===== src/rtl/lsu_pkg.sv =====
// ---------------------------------------------------------------------------
// lsu_pkg
// Shared types and helpers for the load/store unit.
//   access_size_t : encoding of request_size (11 is an illegal size)
//   lsu_state_t   : controller states
//   is_misaligned : flags accesses that cannot be served as one word operation
// ---------------------------------------------------------------------------
package lsu_pkg;

    typedef enum logic [1:0] {
        BYTE = 2'b00,
        HALF = 2'b01,
        WORD = 2'b10
    } access_size_t;

    typedef enum logic [1:0] {
        IDLE    = 2'b00,
        READ    = 2'b01,
        WRITE   = 2'b10,
        RESPOND = 2'b11
    } lsu_state_t;

    // Size 11 is treated as misaligned so that it takes the error path.
    function automatic logic is_misaligned(input logic [1:0] size, input logic [1:0] addr_lo);
        logic bad;
        case (size)
            BYTE:    bad = 1'b0;
            HALF:    bad = addr_lo[0];
            WORD:    bad = (addr_lo != 2'b00);
            default: bad = 1'b1;
        endcase
        return bad;
    endfunction

endpackage


===== src/rtl/load_store_unit_if.sv =====
// ---------------------------------------------------------------------------
// load_store_unit_if
// Request/response handshake between the execute stage (master) and the
// load/store unit (slave).
//   request_*  : one load/store offered under request_valid/request_ready
//   response_* : one result returned under response_valid/response_ready
// ---------------------------------------------------------------------------
interface load_store_unit_if #(
    parameter int address_width = 32
) ();
    logic                     request_valid;
    logic                     request_ready;
    logic                     request_write;
    logic [1:0]               request_size;
    logic                     request_unsigned;
    logic [address_width-1:0] request_address;
    logic [31:0]              request_data;
    logic                     response_valid;
    logic                     response_ready;
    logic [31:0]              response_data;
    logic                     response_error;

    modport master (
        output request_valid, request_write, request_size, request_unsigned,
               request_address, request_data, response_ready,
        input  request_ready, response_valid, response_data, response_error
    );

    modport slave (
        input  request_valid, request_write, request_size, request_unsigned,
               request_address, request_data, response_ready,
        output request_ready, response_valid, response_data, response_error
    );
endinterface


===== src/rtl/lane_merge.sv =====
// ---------------------------------------------------------------------------
// lane_merge
// Combinational byte-lane logic for a little-endian 32-bit word.
//   old_word    : word currently in memory
//   new_data    : store data, value in the low bits for sub-word sizes
//   size        : access size (BYTE/HALF/WORD)
//   addr_lo     : byte offset within the word
//   is_unsigned : 1 = zero-extend loads, 0 = sign-extend
//   merged      : old_word with the addressed lane replaced by new_data
//   extracted   : addressed lane of old_word, extended to 32 bits
// ---------------------------------------------------------------------------
module lane_merge
    import lsu_pkg::*;
(
    input  logic [31:0] old_word,
    input  logic [31:0] new_data,
    input  logic [1:0]  size,
    input  logic [1:0]  addr_lo,
    input  logic        is_unsigned,
    output logic [31:0] merged,
    output logic [31:0] extracted
);

    function automatic logic [31:0] merge(input logic [31:0] word, input logic [31:0] data,
                                          input logic [1:0] sz, input logic [1:0] lo);
        logic [31:0] w;
        w = word;
        case (sz)
            BYTE:    w[{lo, 3'b000} +: 8]     = data[7:0];
            HALF:    w[{lo[1], 4'b0000} +: 16] = data[15:0];
            default: w = data;
        endcase
        return w;
    endfunction

    function automatic logic [31:0] extract(input logic [31:0] word, input logic [1:0] sz,
                                            input logic [1:0] lo, input logic uns);
        logic signed [7:0]  lane_b;
        logic signed [15:0] lane_h;
        logic [31:0]        r;
        lane_b = word[{lo, 3'b000} +: 8];
        lane_h = word[{lo[1], 4'b0000} +: 16];
        case (sz)
            BYTE:    r = uns ? {24'd0, lane_b} : {{24{lane_b[7]}}, lane_b};
            HALF:    r = uns ? {16'd0, lane_h} : {{16{lane_h[15]}}, lane_h};
            default: r = word;
        endcase
        return r;
    endfunction

    assign merged    = merge(old_word, new_data, size, addr_lo);
    assign extracted = extract(old_word, size, addr_lo, is_unsigned);

endmodule


===== src/rtl/load_store_unit.sv =====
// ---------------------------------------------------------------------------
// load_store_unit
// Serves one load or store at a time against a combinational-read word
// memory. Sub-word stores are done as read-modify-write; loads return the
// addressed lane sign- or zero-extended. Misaligned or illegal-size requests
// return an error response without touching memory.
//   clock, reset_n      : rising-edge clock, asynchronous active-low reset
//   bus                 : request/response handshake (slave side)
//   memory_address      : latched request address (low bits passed through)
//   memory_write_enable : high only in WRITE, one cycle per store
//   memory_write_data   : word to commit at the edge that ends WRITE
//   memory_read_data    : combinational read of memory_address
// ---------------------------------------------------------------------------
module load_store_unit
    import lsu_pkg::*;
#(
    parameter int address_width = 32,
    parameter int word_width    = 32
) (
    input  logic                     clock,
    input  logic                     reset_n,
    load_store_unit_if.slave         bus,
    output logic [address_width-1:0] memory_address,
    output logic                     memory_write_enable,
    output logic [word_width-1:0]    memory_write_data,
    input  logic [word_width-1:0]    memory_read_data
);

    lsu_state_t            state, next_state;
    logic                  accept;
    logic                  misaligned;
    logic                  op_write;
    logic [1:0]            op_size;
    logic                  op_unsigned;
    logic [word_width-1:0] op_data;
    logic [word_width-1:0] resp_data;
    logic                  resp_error;
    logic [31:0]           merged_word;
    logic [31:0]           extracted_word;

    lane_merge u_lane_merge (
        .old_word    (memory_read_data),
        .new_data    (op_data),
        .size        (op_size),
        .addr_lo     (memory_address[1:0]),
        .is_unsigned (op_unsigned),
        .merged      (merged_word),
        .extracted   (extracted_word)
    );

    always_ff @(posedge clock or negedge reset_n) begin
        if (!reset_n) begin
            state <= IDLE;
        end else begin
            state <= next_state;
        end
    end

    always_comb begin
        next_state = state;
        accept     = 1'b0;
        misaligned = is_misaligned(bus.request_size, bus.request_address[1:0]);
        case (state)
            IDLE: begin
                if (bus.request_valid) begin
                    accept = 1'b1;
                    if (misaligned) begin
                        next_state = RESPOND;
                    end else if (bus.request_write && bus.request_size == WORD) begin
                        next_state = WRITE;
                    end else begin
                        // Loads and sub-word stores both need the current word first.
                        next_state = READ;
                    end
                end
            end
            READ:    next_state = op_write ? WRITE : RESPOND;
            WRITE:   next_state = RESPOND;
            RESPOND: if (bus.response_ready) next_state = IDLE;
            default: next_state = IDLE;
        endcase
    end

    // Request latch on accept; READ stage registers either the merged store
    // word or the extended load value from the freshly read memory word.
    always_ff @(posedge clock or negedge reset_n) begin
        if (!reset_n) begin
            op_write          <= 1'b0;
            op_size           <= 2'b00;
            op_unsigned       <= 1'b0;
            op_data           <= '0;
            memory_address    <= '0;
            memory_write_data <= '0;
            resp_data         <= '0;
            resp_error        <= 1'b0;
        end else begin
            if (accept) begin
                op_write       <= bus.request_write;
                op_size        <= bus.request_size;
                op_unsigned    <= bus.request_unsigned;
                op_data        <= bus.request_data;
                memory_address <= bus.request_address;
                resp_error     <= misaligned;
                // Stores and errors report zero data.
                resp_data      <= '0;
                if (bus.request_write && bus.request_size == WORD) begin
                    memory_write_data <= bus.request_data;
                end
            end
            if (state == READ) begin
                if (op_write) begin
                    memory_write_data <= merged_word;
                end else begin
                    resp_data <= extracted_word;
                end
            end
        end
    end

    assign bus.request_ready   = (state == IDLE);
    assign bus.response_valid  = (state == RESPOND);
    assign bus.response_data   = resp_data;
    assign bus.response_error  = resp_error;
    assign memory_write_enable = (state == WRITE);

endmodule


===== src/flat_wrapper.sv =====
// flat-port wrapper written by rule: the top's interface ports become plain ports
module load_store_unit_flat import lsu_pkg::*;
#(
    parameter int address_width = 32,
    parameter int word_width    = 32
)
  (clock, reset_n, memory_address, memory_write_enable, memory_write_data, memory_read_data, bus_request_valid, bus_request_write, bus_request_size, bus_request_unsigned, bus_request_address, bus_request_data, bus_response_ready, bus_request_ready, bus_response_valid, bus_response_data, bus_response_error);
  load_store_unit_if #(.address_width(address_width)) bus_i ();
  input  logic clock;
  input  logic reset_n;
  output logic [address_width-1:0] memory_address;
  output logic memory_write_enable;
  output logic [word_width-1:0] memory_write_data;
  input  logic [word_width-1:0] memory_read_data;
  input wire logic [$bits(bus_i.request_valid)-1:0] bus_request_valid;
  input wire logic [$bits(bus_i.request_write)-1:0] bus_request_write;
  input wire logic [$bits(bus_i.request_size)-1:0] bus_request_size;
  input wire logic [$bits(bus_i.request_unsigned)-1:0] bus_request_unsigned;
  input wire logic [$bits(bus_i.request_address)-1:0] bus_request_address;
  input wire logic [$bits(bus_i.request_data)-1:0] bus_request_data;
  input wire logic [$bits(bus_i.response_ready)-1:0] bus_response_ready;
  output wire logic [$bits(bus_i.request_ready)-1:0] bus_request_ready;
  output wire logic [$bits(bus_i.response_valid)-1:0] bus_response_valid;
  output wire logic [$bits(bus_i.response_data)-1:0] bus_response_data;
  output wire logic [$bits(bus_i.response_error)-1:0] bus_response_error;
  assign bus_i.request_valid = bus_request_valid;
  assign bus_i.request_write = bus_request_write;
  assign bus_i.request_size = bus_request_size;
  assign bus_i.request_unsigned = bus_request_unsigned;
  assign bus_i.request_address = bus_request_address;
  assign bus_i.request_data = bus_request_data;
  assign bus_i.response_ready = bus_response_ready;
  assign bus_request_ready = bus_i.request_ready;
  assign bus_response_valid = bus_i.response_valid;
  assign bus_response_data = bus_i.response_data;
  assign bus_response_error = bus_i.response_error;
  load_store_unit #(.address_width(address_width), .word_width(word_width)) u_core (.clock(clock), .reset_n(reset_n), .bus(bus_i), .memory_address(memory_address), .memory_write_enable(memory_write_enable), .memory_write_data(memory_write_data), .memory_read_data(memory_read_data));
endmodule

===== config.mk =====
export PLATFORM = sky130hd
export DESIGN_NAME = load_store_unit_flat
export DESIGN_NICKNAME = d
export VERILOG_FILES = /design/src/rtl/lsu_pkg.sv /design/src/rtl/load_store_unit_if.sv /design/src/rtl/lane_merge.sv /design/src/rtl/load_store_unit.sv /design/src/flat_wrapper.sv
export SDC_FILE = /design/constraint.sdc
export NUM_CORES = 1
export LEC_CHECK = 0
export CORE_UTILIZATION = 46
export CTS_BUF_LIST = sky130_fd_sc_hd__clkbuf_4
export DETAILED_ROUTE_END_ITERATION = 8
export PLACE_DENSITY = 0.79
export SLEW_MARGIN = 20
export SYNTH_ARGS = -nofsm -noshare
export SYNTH_HDL_FRONTEND = slang
export SYNTH_SLANG_ARGS = --single-unit

===== constraint.sdc =====
create_clock -name clock -period 6.9 [get_ports clock]
set_clock_uncertainty 0.15 [all_clocks]
set_input_delay 1.38 -clock clock [delete_from_list [all_inputs] [get_ports clock]]
set_output_delay 1.38 -clock clock [all_outputs]
set_load 0.05 [all_outputs]

# --- Yosys cells after proc, flatten, opt, wreduce, memory -nomap -nowiden ---
# Index checks and enable logic that the tools add are counted.
word_totals:
  input_bits: 104
  word_cells: 53
  register_bits: 135
classes:
  reduce_logical: 6
  n_addsub: 2
  eq_ne: 8
  shifts: 6
  n_mux: 22
ops:
  columns: ["op", "count"]
  rows:
  - ["32-bit 2-to-1 mux", 9]
  - ["32-bit case mux with 2 select lines", 2]
  - ["32-bit bitwise mux", 2]
  - ["16-bit by 7-bit variable shift with 32-bit output, first input constant", 1]
  - ["8-bit by 7-bit variable shift with 32-bit output, first input constant", 1]
  - ["16-bit by 7-bit variable part select with 32-bit output", 1]
  - ["32-bit by 6-bit variable part select with 16-bit output", 1]
  - ["32-bit by 6-bit variable part select with 8-bit output", 1]
  - ["8-bit by 7-bit variable part select with 32-bit output", 1]
  - ["5-bit negator with 7-bit output", 2]
  - ["2-bit 2-to-1 mux", 4]
  - ["2-bit case mux with 4 select lines", 1]
  - ["2-bit by 1-bit equality test with 1-bit output, second input constant", 3]
  - ["2-bit equality test, second input constant", 3]
  - ["2-bit logical NOT", 3]
  - ["2-bit inequality test, second input constant", 2]
  - ["1-bit 2-to-1 mux", 3]
  - ["1-bit case mux with 3 select lines", 1]
  - ["2-bit AND reduction", 1]
  - ["2-bit nonzero test", 1]
  - ["1-bit logical AND", 1]

# --- Logic depth before layout (Yosys ltp) ---
# Gate-level depths: netlist of the first run.
depth:
  depth_word: 6
  depth_mapped: 8
  ltp_nobuf: 6

# --- Cells and area by module ---
# From an unflattened synthesis of the first run, not the netlist that was laid out.
unflattened:
  hier_cells: 647
  hier_area_um2: 7110.6
by_module_without_submodules:
  columns: ["mod", "n_inst", "cells_per_inst", "seq_area_each_um2", "area_each_um2"]
  rows:
  - ["load_store_unit", 1, 428, 3378.2, 5502.8]
  - ["lane_merge", 1, 219, 0.0, 1607.8]

# --- Worst setup path after synthesis of the first run ---
# OpenSTA, ideal clock, no wires.
synth_path:
  path_type: "input -> register"
  start: "input bus_request_size[0]"
  end: "register u_core.memory_write_data[17]"
  setup_slack_ps: 4170
  n_path_buf: 2
  setup_ps: 140
  path_stages: 5
  t_arrival_ps: 2440
  path_cell_list: "clkbuf_1 > nor3b_2 > buf_2 > mux2i_1 > a22oi_1"
synth_via:
  elab_chain_cells: 6
synth_rtl:
  columns: ["item", "line_no", "rtl"]
  rows:
  - ["from (decl)", "flat_wrapper.sv:17", "input wire logic [$bits(bus_i.request_size)-1:0] bus_request_size;"]
  - ["2-bit equality test *", "load_store_unit.sv:106", "if (bus.request_write && bus.request_size == WORD) begin"]
  - ["1-bit logical AND *", "load_store_unit.sv:106", null]
  - ["32-bit 2-to-1 mux *", "load_store_unit.sv:106", null]
  - ["32-bit 2-to-1 mux *", "load_store_unit.sv:97", "if (accept) begin"]
  - ["32-bit 2-to-1 mux", "load_store_unit.sv:111", "if (op_write) begin"]
  - ["32-bit 2-to-1 mux *", "load_store_unit.sv:110", "if (state == READ) begin"]
  - ["to (signal assigned)", "load_store_unit.sv:107", "memory_write_data <= bus.request_data;"]
  - ["to (signal assigned)", "load_store_unit.sv:112", "memory_write_data <= merged_word;"]
  - ["to (decl)", "load_store_unit.sv:25", "output logic [word_width-1:0] memory_write_data,"]
# Every way passes the cells marked *; elsewhere a longest branch is shown, timed or not.
# A chain may end at the register's enable or synchronous reset.

# --- Final worst setup path of the first run ---
layout_path:
  start: "register u_core.state[0]"
  end: "output bus_request_ready"
layout_via:
  elab_chain_cells: 1
layout_rtl:
  columns: ["item", "line_no", "rtl"]
  rows:
  - ["from (decl)", "load_store_unit.sv:29", "lsu_state_t state, next_state;"]
  - ["from (signal assigned)", "load_store_unit.sv:55", "state <= next_state;"]
  - ["2-bit logical NOT", "load_store_unit.sv:120", "assign bus.request_ready = (state == IDLE);"]
  - ["to (decl)", "flat_wrapper.sv:22", "output wire logic [$bits(bus_i.request_ready)-1:0] bus_request_ready;"]
# Every way passes these cells.

==> flow_summary.toml, run 1 <==
[synthesis]
synth.distinct_cells = 49
async_reset_ff_share_pct = 100
yosys_warnings = 0
synth_flop_cell = "dfrtp_1"
syn_nets = 661
synthCells = 548
syn_avg_cell_area_um2 = 12.2
synth-seq-area-share_pct = 50.5
ys_ff_latch = 135
synth_edf_count = 0
synth_area_um2 = 6690

[grt]
grt_overflow = 0
grt_use_total_pct = 27.6
antenna_found_initial = 0
grt_pass1_vias = 5779
grt_max_degree = 79
grt_pass1_wl_um = 31000

[routing]
drt_iter0_drc = 384
via_per_inst = 6.11
vias = 5663
dr.pass1.iters = 6
wl_per_cell_um = 21.6
drc = 0
drt.antenna.violating_nets = 0
wl_um = 20000

[finish]
antenna_cells = 0
fin_nets = 848
instances_no_fill = 927
final_layout_size_suffix_gt1_share_pct = 16.7
area_delta_synth_final_pct = 36.5
mostFrequentLayoutCells = "clkdlybuf4s50_1 (202), dfrtp_1 (135), mux2_2 (72)"
post-route-util_pct = 65.0
layout_commonest_cell = "clkdlybuf4s50_1"
fin_area_um2 = 9130

[power]
p_per_area_nw_per_um2 = 532
p_leak_nw = 3.67
ir_worst_vdd_mv = 0.396
power_mw = 4.86

[placement]
portBuffers = 203
place_hpwl_um = 14400
gp_congestion = 0.877
dp_cells = 895
place_ws_ns = 3.20
placed_cell_area_um2 = 8830

[worst_setup_path]
r2r_cells = 7
crit_required_ns = 5.37
critPathLaunchType = "flip-flop"
critPathCaptureType = "output port"
cp_data_arrival_time_ns = 2.29
critPathKind = "reg -> out"
cp_max_fo = 7
rrSetupSlack_ns = 4.12

[timing]
grt_setup_unrepaired = "false"
min_period_over_period_pct = 55.3
slew_violations = 0
fin_setup_tns_ns = 0
finalSetupViolCount = 0
tightest_slew_ns = 0.979
fin_crit_ns = 3.82
slew_headroom_pct = 34.8
clock.fmax_mhz = 262
hold_viol = 0
layout_setup_ws_ns = 3.08
whs_ns = 0.345

[clock_network]
clock_latency_ns = 0.56
post-cts-setup-buffers = 0
h-tree-depth = 4
cts_buffers = 17
clk_pin_slew_ns = 0.13
clock_tree.root_cell = "clkbuf_4"
hold_buffers = 0
tritoncts = "yes"
cts_resized = 0
clock-sinks = 135
clockBufferDepth = 2

[floorplanning]
coreArea_um2 = 14000
fp.dieH_um = 123
io_pins = 204
start_util_pct = 47.6
die_w_um = 123
num_rows = 43
die_area_um2 = 15000

[run_status]
status = "finished clean"

[run]
drv_cap = 0

[hold_path]
min_path_type = "reg -> reg"
min_path_cells = 2
-- Yosys cell counts (2+ instances only) --
master / number / area [um^2]
dfrtp_1: 135 / 3380
mux2_2: 72 / 811
a22oi_1: 47 / 353
nand2_1: 40 / 150
a221oi_1: 33 / 289
mux2i_1: 25 / 250
a32oi_1: 23 / 201
clkbuf_1: 22 / 82.6
mux2_1: 19 / 214
a221o_1: 16 / 160
buf_2: 11 / 55.1
buf_1: 9 / 33.8
ha_1: 9 / 113
a31oi_1: 8 / 50.1
inv_1: 8 / 30.0
nand3_1: 8 / 40.0
o21ai_1: 7 / 35.0
nor2_1: 6 / 22.5
nor2b_1: 6 / 37.5
a21oi_1: 4 / 20.0
nand2b_1: 4 / 25.0
or3_1: 4 / 25.0
nor3_2: 2 / 20.0
nor3_4: 2 / 32.5
o211ai_1: 2 / 15.0
o221ai_1: 2 / 17.5
o22ai_1: 2 / 12.5
-- state kept, by name (all words and copies together), names as in the netlist --
| register | cells |
|---|---|
| u_core.bus.response_data | 32 |
| u_core.memory_address | 32 |
| u_core.memory_write_data | 32 |
| u_core.op_data | 32 |
| u_core.op_size | 2 |
| u_core.state | 2 |
| u_core.bus.response_error | 1 |
| u_core.op_unsigned | 1 |
| u_core.op_write | 1 |
-- where the power goes --
part           switching, mW  total, mW  internal (mW)
logic                   1.76       2.83           1.07
clock network          0.281      0.543          0.262
registers              0.326       1.49           1.16
total                   2.36       4.86           2.49
-- logic make-up (layout without fill, tap and decap cells) --
| kind of cell | after synthesis | in the layout | share of synthesized area, % |
|---|---|---|---|
| flip-flops | 135 | 135 | 50.5 |
| adder cells (fa/ha/maj) | 9 | 9 | 1.68 |
| AND/OR/NAND/NOR | 84 | 84 | 6.90 |
| AO/OA/AOI/OAI | 151 | 151 | 18.2 |
| buffers and inverters | 52 | 251 | 3.29 |
| multiplexers | 117 | 117 | 19.4 |
-- routing by layer --
metal / GRT usage [%] / routed length (um) / vias to the layer above
li1: - / - / 2526
met1: 35.0 / 8050 / 2807
met2: 43.6 / 9580 / 291
met3: 9.15 / 1860 / 39
met4: 10.8 / 496 / 0
met5: 0 / 0 / -
-- worst max-delay path: stages (launching register included) --
cell and delay (ns):
dfrtp_1 0.44, inv_1 0.10, ha_1 0.32, clkdlybuf4s50_1 0.87
-- worst paths after layout --
path,startpoint,endpoint
setup / recovery,u_core.state[0],bus_request_ready
hold / removal,u_core.bus.response_error,u_core.bus.response_error
setup reg to reg,u_core.memory_address[1],u_core.memory_write_data[25]
hold reg to reg,u_core.bus.response_error,u_core.bus.response_error
max in group asynchronous,reset_n,u_core.memory_write_data[22]
min in group asynchronous,reset_n,u_core.memory_address[21]
-- cell type report --
class / instances / area [um^2]
tap: 180 / 225
timing repair buffer: 212 / 2100
clock buffer: 21 / 158
fill: 1058 / 4910
inverter: 8 / 30.0
multi-input combinational: 361 / 3110
sequential: 135 / 3380
clock inverter: 10 / 130
No activity file was read; power rests on OpenSTA's default activity.
==> run 2: changes to the inputs <==
CORE_UTILIZATION = 44   (was 46)
clock period = 3.2 ns   (was 6.9 ns; I/O delays follow)
==> flow_summary.toml, run 2 (synthesis gave the netlist of run 1 again) <==
[worst_setup_path]
cp_data_arrival_time_ns = 2.30
critPathLaunchType = "flip-flop"
critPathCaptureType = "output port"
critPathKind = "reg -> out"
crit_required_ns = 2.41
cp_max_fo = 7

[power]
p_leak_nw = 3.69
combPwrFrac_pct = 58.0
p_per_area_nw_per_um2 = 1150
intPower_mw = 5.45
power.share.clock_pct = 11.8
seqPwrFrac_pct = 30.2
ir_worst_vdd_mv = 0.779
power_mw = 10.6
sw_frac_of_total_pct = 48.7
p_sw_mw = 5.17

[floorplanning]
coreArea_um2 = 14700
die_w_um = 125
die_area_um2 = 15700
io_pins = 204
fp.dieH_um = 125
start_util_pct = 45.5
num_rows = 44

[grt]
grtUsageMet1_pct = 33.9
grt_pass1_wl_um = 32400
grt_use_met3_pct = 7.45
use_met2_pct = 43.7
grt_max_degree = 55
gr-max-usage-layer = "met2"
grt_pass1_vias = 5950
grt_use_total_pct = 26.7
grt_overflow = 0
antenna_found_initial = 0

[routing]
drt.antenna.violating_nets = 0
dr.pass1.iters = 8
wl_per_cell_um = 21.7
wl_um = 20400
drt_iter0_drc = 529
via_per_inst = 6.14
drc = 8
vias = 5766

[finish]
fin_nets = 855
area_delta_synth_final_pct = 38.0
layout_commonest_cell = "clkdlybuf4s50_1"
fillerInstances = 1149
mostFrequentLayoutCells = "clkdlybuf4s50_1 (201), dfrtp_1 (135), mux2_2 (72)"
final_layout_size_suffix_gt1_share_pct = 17.6
antenna_cells = 0

[run_status]
failed_checks = "DRC"
status = "complete, but fails checks"

[timing]
slew_violations = 0
grt_setup_unrepaired = "false"
min_period_over_period_pct = 96.7
finalSetupViolCount = 0
clock.fmax_mhz = 323
hold_viol = 0
slew_headroom_pct = 29.5
tightest_slew_ns = 1.06
fin_crit_ns = 3.09
fin_setup_tns_ns = 0

[hold_path]
min_path_type = "reg -> reg"

[clock_network]
clock_tree.root_cell = "clkbuf_4"
h-tree-depth = 4
cts_buffers = 17
clock_latency_ns = 0.55
clk_pin_slew_ns = 0.11
tritoncts = "yes"
cts_resized = 0
clock-sinks = 135
clockBufferDepth = 2

[placement]
gp_congestion = 0.896
portBuffers = 203
place_hpwl_um = 15100

[run]
drv_cap = 0
[run 2: per-stage QoR]
step           hold slack [ns]  worst slack (ns)  instance area (um^2)  util, %  instances
2_1_floorplan            0.194             0.592                  6690        -        548
3_3_place_gp             0.311             0.474                  8910     60.6        906
3_5_place_dp             0.327             0.358                  8910     60.6        906
4_1_cts                  0.354            0.0869                  9230     62.8        939
5_1_grt                  0.380            0.0103                  9230     62.8        939
6_report                 0.353             0.106                  9230     62.8        939
[run 2: critical path, stage by stage, from the launching register on]
cell and delay [ns]:
dfrtp_1 0.45, inv_1 0.11, ha_1 0.32, clkdlybuf4s50_1 0.88
[run 2: metal layers]
metal | vias up | part of all wire (%)
met5 | - | 0
li1 | 2534 | -
met1 | 2881 | 40
met4 | 0 | 2.3
met3 | 44 | 9.0
met2 | 307 | 49
[run 2: worst paths after layout]
kind,from,endpoint,slack (ns),cells past startpoint
max reg2reg,u_core.memory_address[0],u_core.memory_write_data[27],0.46,6
max in group asynchronous,reset_n,u_core.memory_write_data[5],1.72,3
min,u_core.bus.response_error,u_core.bus.response_error,0.35,2
min in group asynchronous,reset_n,u_core.memory_address[2],0.46,2
max,u_core.state[0],bus_request_ready,0.11,3
min reg2reg,u_core.bus.response_error,u_core.bus.response_error,0.35,2
[run 2: layout make-up]
class	instances	area (um^2)	share of cell area, %
Clock buffer	17	128	1.38
Clock inverter	15	185	2.01
Inverter	8	30.0	0.325
Multi-Input combinational cell	361	3110	33.7
Sequential cell	135	3380	36.6
Tap cell	184	230	2.49
Timing Repair Buffer	219	2170	23.6
[run 2: what timing repair did]
| action | 4_1_cts | 5_1_grt |
|---|---|---|
| buffers inserted | 0 | 0 |
| setup endpoints to repair | 0 | 0 |
| hold buffers | 1 | 0 |
| endpoints found under the hold margin | 41 | 0 |
[run 2: power by group through the flow]
stage	clock network [mW]	logic (mW)	registers [mW]
finish	1.25	6.16	3.21
global route	1.35	6.48	3.29
CTS	1.27	6.16	3.19
detailed placement	0	6.13	3.22
global placement	0	6.03	3.17
floorplan	0	2.39	4.86
